### config.mk
export PLATFORM = sky130hd
export DESIGN_NAME = skynet_mul_accum_out
export DESIGN_NICKNAME = d
export VERILOG_FILES = /design/src/rtl/skynet_mul_accum_out.sv
export SDC_FILE = /design/constraint.sdc
export NUM_CORES = 1
export LEC_CHECK = 0
export CORE_ASPECT_RATIO = 0.6
export CORE_UTILIZATION = 45
export CTS_CLUSTER_DIAMETER = 80
export DETAILED_ROUTE_END_ITERATION = 7
export PLACE_DENSITY = 0.7
export SYNTH_ARGS = -nofsm -noshare
export SYNTH_HDL_FRONTEND = slang
export SYNTH_SLANG_ARGS = --single-unit
### constraint.sdc
create_clock -name ap_clk -period 5.7 [get_ports ap_clk]
set_clock_uncertainty 0.15 [all_clocks]
set_input_delay 0.855 -clock ap_clk [delete_from_list [all_inputs] [get_ports ap_clk]]
set_output_delay 0.855 -clock ap_clk [all_outputs]
set_load 0.02 [all_outputs]
### src/rtl/skynet_mul_accum_out.sv
// Group accumulator behind the SkyNet 9s x 11s DSP multiplier: sums one in_last-terminated burst of
// products, requantises with round-half-up shift plus saturation, and emits one result per group.
module skynet_mul_accum_out #(
  parameter int unsigned PROD_W = 20,
  parameter int unsigned ACC_W  = 32,
  parameter int unsigned CNT_W  = 12,
  parameter int unsigned OUT_W  = 16,
  parameter int unsigned SHIFT  = 8
) (
  input  logic              ap_clk,
  input  logic              ap_rst,
  input  logic              in_valid,
  output logic              in_ready,
  input  logic [PROD_W-1:0] in_data,
  input  logic              in_last,
  output logic              out_valid,
  input  logic              out_ready,
  output logic [OUT_W-1:0]  out_data,
  output logic [CNT_W-1:0]  out_cnt,
  output logic              out_sat,
  output logic              acc_ovf
);

  // One guard bit above the accumulator so the rounding add can never wrap.
  localparam int unsigned EXT_W  = ACC_W + 1;
  localparam int unsigned RND_SH = (SHIFT > 0) ? SHIFT - 1 : 0;
  localparam logic [EXT_W-1:0] RND = (SHIFT > 0) ? (EXT_W'(1) << RND_SH) : '0;
  localparam logic signed [EXT_W-1:0] OUT_MAX = {{(EXT_W - OUT_W + 1){1'b0}}, {(OUT_W - 1){1'b1}}};
  localparam logic signed [EXT_W-1:0] OUT_MIN = {{(EXT_W - OUT_W + 1){1'b1}}, {(OUT_W - 1){1'b0}}};

  logic signed [ACC_W-1:0] acc_q, acc_d;
  logic [CNT_W-1:0]        cnt_q, cnt_d;
  logic                    out_valid_q, out_valid_d;
  logic [OUT_W-1:0]        out_data_q, out_data_d;
  logic [CNT_W-1:0]        out_cnt_q, out_cnt_d;
  logic                    out_sat_q, out_sat_d;
  logic                    acc_ovf_q, acc_ovf_d;

  logic                    accept;
  logic                    emit;
  logic signed [ACC_W-1:0] prod_ext;
  logic signed [ACC_W-1:0] sum;
  logic                    add_ovf;
  logic signed [EXT_W-1:0] rnd_sum;
  logic signed [EXT_W-1:0] rsh;
  logic [OUT_W-1:0]        req_data;
  logic                    req_sat;
  logic [CNT_W-1:0]        cnt_inc;

  // Single output register: a new beat may enter whenever the slot is empty or draining now.
  assign in_ready = !out_valid_q || out_ready;
  assign accept   = in_valid && in_ready;
  assign emit     = out_valid_q && out_ready;

  // Running sum including the current beat, with signed-overflow detection on the add.
  always_comb begin
    prod_ext = {{(ACC_W - PROD_W){in_data[PROD_W-1]}}, in_data};
    sum      = acc_q + prod_ext;
    add_ovf  = (acc_q[ACC_W-1] == prod_ext[ACC_W-1]) && (sum[ACC_W-1] != acc_q[ACC_W-1]);
    cnt_inc  = cnt_q + CNT_W'(1);
  end

  // Round half up, arithmetic shift, then clip into the signed output range.
  always_comb begin
    rnd_sum  = $signed({sum[ACC_W-1], sum}) + $signed(RND);
    rsh      = rnd_sum >>> SHIFT;
    req_sat  = 1'b0;
    req_data = rsh[OUT_W-1:0];
    if (rsh > OUT_MAX) begin
      req_sat  = 1'b1;
      req_data = OUT_MAX[OUT_W-1:0];
    end else if (rsh < OUT_MIN) begin
      req_sat  = 1'b1;
      req_data = OUT_MIN[OUT_W-1:0];
    end
  end

  // Next-state: drain the output slot, then let a closing beat refill it on the same edge.
  always_comb begin
    acc_d       = acc_q;
    cnt_d       = cnt_q;
    out_valid_d = out_valid_q;
    out_data_d  = out_data_q;
    out_cnt_d   = out_cnt_q;
    out_sat_d   = out_sat_q;
    acc_ovf_d   = acc_ovf_q;

    if (emit) begin
      out_valid_d = 1'b0;
    end

    if (accept) begin
      if (add_ovf) begin
        acc_ovf_d = 1'b1;
      end
      if (in_last) begin
        out_valid_d = 1'b1;
        out_data_d  = req_data;
        out_cnt_d   = cnt_inc;
        out_sat_d   = req_sat;
        acc_d       = '0;
        cnt_d       = '0;
      end else begin
        acc_d = sum;
        cnt_d = cnt_inc;
      end
    end
  end

  always_ff @(posedge ap_clk) begin
    if (ap_rst) begin
      acc_q       <= '0;
      cnt_q       <= '0;
      out_valid_q <= 1'b0;
      out_data_q  <= '0;
      out_cnt_q   <= '0;
      out_sat_q   <= 1'b0;
      acc_ovf_q   <= 1'b0;
    end else begin
      acc_q       <= acc_d;
      cnt_q       <= cnt_d;
      out_valid_q <= out_valid_d;
      out_data_q  <= out_data_d;
      out_cnt_q   <= out_cnt_d;
      out_sat_q   <= out_sat_d;
      acc_ovf_q   <= acc_ovf_d;
    end
  end

  assign out_valid = out_valid_q;
  assign out_data  = out_data_q;
  assign out_cnt   = out_cnt_q;
  assign out_sat   = out_sat_q;
  assign acc_ovf   = acc_ovf_q;

endmodule

==> impl_metrics.csv <==
group,metric,value,unit
synthesis,syn_inst,709,
route,via_per_inst,6.13,
cells_and_area,drive_gt1_frac,0.114,
setup_path,reg2reg_slack,1.16,ns
sta,hold_viol,0,
sta,worstMarginPinSlew,0.838,ns
route,antenna_left,0,
pwr,p_sw,0.000603,W
synthesis,synth_top_area_cell,"dfxtp_1",
clock_network,post_cts_buffers,0,
placed_design,placed_area,0.00643,mm^2
pwr,p_int,0.00117,W
cells_and_area,fin_area,0.00675,mm^2
route,wirelength,17000,um
route,wl_per_cell,18.3,um
cells_and_area,fin_nets,817,
worst_hold_path,hold_path_class,"reg -> reg",
die,fp-row-count,31,
sta,setup_viol,0,
clock_network,clk_pin_slew,0.06,ns
pwr,total_power,0.00178,W
setup_path,reg2reg_to,"out_data[4]",
setup_path,cp-end-kind,"flop",
worst_hold_path,worstHoldEndpoint,"out_data[15]",
synthesis,synth.ff_latch_count,75,
pwr,p_comb_frac,0.318,
placed_design,globalplace.congestion,0.944,
die,die_area,0.0131,mm^2
status,status,"completed",
sta,max_freq,194,MHz
pwr,pwr-share-seq,0.326,
setup_path,cp_max_fo,16,
global_route,track_usage,0.265,
global_route,grt_max_degree,61,
setup_path,worst_setup_path_start_kind,"primary input",
clock_network,cts_tree,"built",
placed_design,dp_cells,912,
worst_hold_path,min_from,"out_data[15]",
synthesis,async_flop_share,0,
setup_path,r2r-start,"acc_q[11]",
clock_network,cts.sinks,75,
synthesis,syn_area,0.00568,mm^2
global_route,grt_overflow_total,0,
die,fp.dieH,89,um
synthesis,synth.avg_cell_area,8.01,um^2
clock_network,htree_num_levels,3,
setup_path,crit_required,5.75,ns
cells_and_area,final_cell_mix,"nor2_1, dfxtp_1, nand2_1, clkdlybuf4s50_1, a21oi_1",
die,io_pins,57,
sta,setup-tns-final,0,ns
die,die_x,147,um
cells_and_area,syn_to_final_growth,18.9,%
die,floorplan.initialDensity,0.466,
synthesis,yosysSeqAreaShare,0.264,
setup_path,arrival,5.20,ns
synthesis,synthFlopType,"dfxtp_1",
cells_and_area,layout_commonest_cell,"nor2_1",
clock_network,clock_path_buffers,2,
sta,post-route-min-period,5.15,ns
sta,slew_viol_final,0,
sta,period_share,0.903,
synthesis,synth_cell_types,79,
global_route,grt_pass1_wl,27200,um
pwr,p_per_area,263,mW/mm^2
route,first_pass_iters,5,
setup_path,slowest_stage,"a311oi_1",
synthesis,synth_edf_count,0,
setup_path,worst_r2r_path_depth,14,
setup_path,critPathMaxStageDelay,0.58,ns
pwr,p_clk_frac,0.355,
pwr,p_sw_frac,0.340,
die,core,0.0122,mm^2
job,max_cap_viol_count,0,
cells_and_area,finalNonFillerCells,928,
synthesis,synth_top_area_share,0.264,
synthesis,syn_nets,768,
worst_hold_path,whs_path_depth,2,
clock_network,cts_hold_buf,0,
pwr,ir_drop,0.000149,V
clock_network,cts_made_buffers,9,
cells_and_area,diodes,0,
clock_network,post_cts_resized,0,
route,num_vias,5687,
route,drc_errors,0,
clock_network,insertion_delay,0.34,ns
cells_and_area,final_util,0.554,
setup_path,crit_type,"in -> reg",
placed_design,port_buffers,56,
route,drt_iter0_drc,507,
synthesis,netlist_top_cells_area,"dfxtp_1, ha_1, nor2_1",
global_route,grt_pass1_vias,5084,
sta,rsz0062_at_grt,"no",
synthesis,yosys_warnings,0,
pwr,p_leak,2.57,nW
global_route,antenna_found_initial,0,
setup_path,cp_cell_sequence,"clkdlybuf4s50_1, ha_1, nand2_1, o21ai_1, nor3_2, a311oi_1, a21oi_1, xnor2_1, nand4_2, or3_4, o22ai_2, o211ai_2, o31ai_4, buf_12, o32ai_1",
clock_network,cts_root_buf,"clkbuf_16",
placed_design,hpwl,13000,um
sta,max-slew-margin-rel,0.441,
## routing by layer
layer / vias up / GRT usage / part of all wire
met2: 237 / 0.383 / 0.40
met3: 17 / 0.0643 / 0.090
li1: 2739 / - / -
met5: - / 0 / 0
met1: 2694 / 0.394 / 0.51
met4: 0 / 0.0590 / 0.0093
## worst max path at each step
| stage | end | from | cells after the start |
|---|---|---|---|
| floorplan | out_data[10] | in_data[0] | 16 |
| global placement | out_data[0] | in_data[0] | 16 |
| detailed placement | out_data[4] | in_data[0] | 17 |
| CTS | out_data[4] | in_data[19] | 15 |
| global route | out_data[14] | in_data[0] | 17 |
| finish | out_data[4] | in_data[11] | 15 |
## worst max-delay path: cells and delay by family
kind	cells	cell delay, ns
xor gates and xnor gates	1	0.43
AOI/OAI and AO/OA	7	1.74
buffers and inverters	2	0.59
and+or+nand+nor	4	1.02
adders and majority gates	1	0.55
## state kept, by name, indices dropped and copies added (netlist names)
name and count:
cnt_q 12, acc_q 32, acc_ovf 1, out_data 16
out_sat 1, out_cnt 12, out_valid 1
## area by class of cell
type                    instances  area, um^2
multi-input cells             584        3950
repair buffers                 77         726
clock inverters                 7         100
inverters                      11        41.3
well taps                     165         206
fillers                      1162        5430
clock buffers                   9         225
flip-flops and latches         75        1500
## synth_stat cells (8+ instances only)
cell type  number
nor2_1        108
dfxtp_1        75
nand2_1        57
a21oi_1        48
ha_1           33
a22oi_1        32
o21ai_0        27
xnor2_1        26
clkbuf_1       22
xor2_1         21
or3_1          20
nand3_1        14
nand4_1        14
nor3_1         13
o211ai_1       13
and3_1         12
inv_1          11
a211oi_1       10
a21o_1         10
and2_1          9
o21ai_1         8
o32ai_2         8
## metrics by stage
| stage | setup slack, ns | hold WS [ns] |
|---|---|---|
| after global routing | 0.455 | 0.318 |
| final | 0.553 | 0.302 |
| after global placement | 0.473 | 0.296 |
| after detailed placement | 0.391 | 0.297 |
| after floorplan | 1.05 | 0.308 |
| after CTS | 0.734 | 0.306 |
## power by group through the flow
stage          combinational, W  sequential [W]  clock [W]
3_3_place_gp           0.000543        0.000589          0
3_5_place_dp           0.000551        0.000591          0
6_report               0.000565        0.000579   0.000631
4_1_cts                0.000555        0.000579   0.000644
2_1_floorplan          0.000342        0.000615          0
5_1_grt                0.000609        0.000583   0.000664
## cells by family after synthesis
kind of cell               after synthesis  synth area share
buffers and inverters                   50            0.0399
AOI/OAI and AO/OA                      218             0.290
adders and majority gates               34            0.0763
xor gates and xnor gates                48            0.0754
muxes                                    1           0.00176
DFF                                     75             0.264
and+or+nand+nor                        283             0.252
No activity file was read; power rests on OpenSTA's default activity.
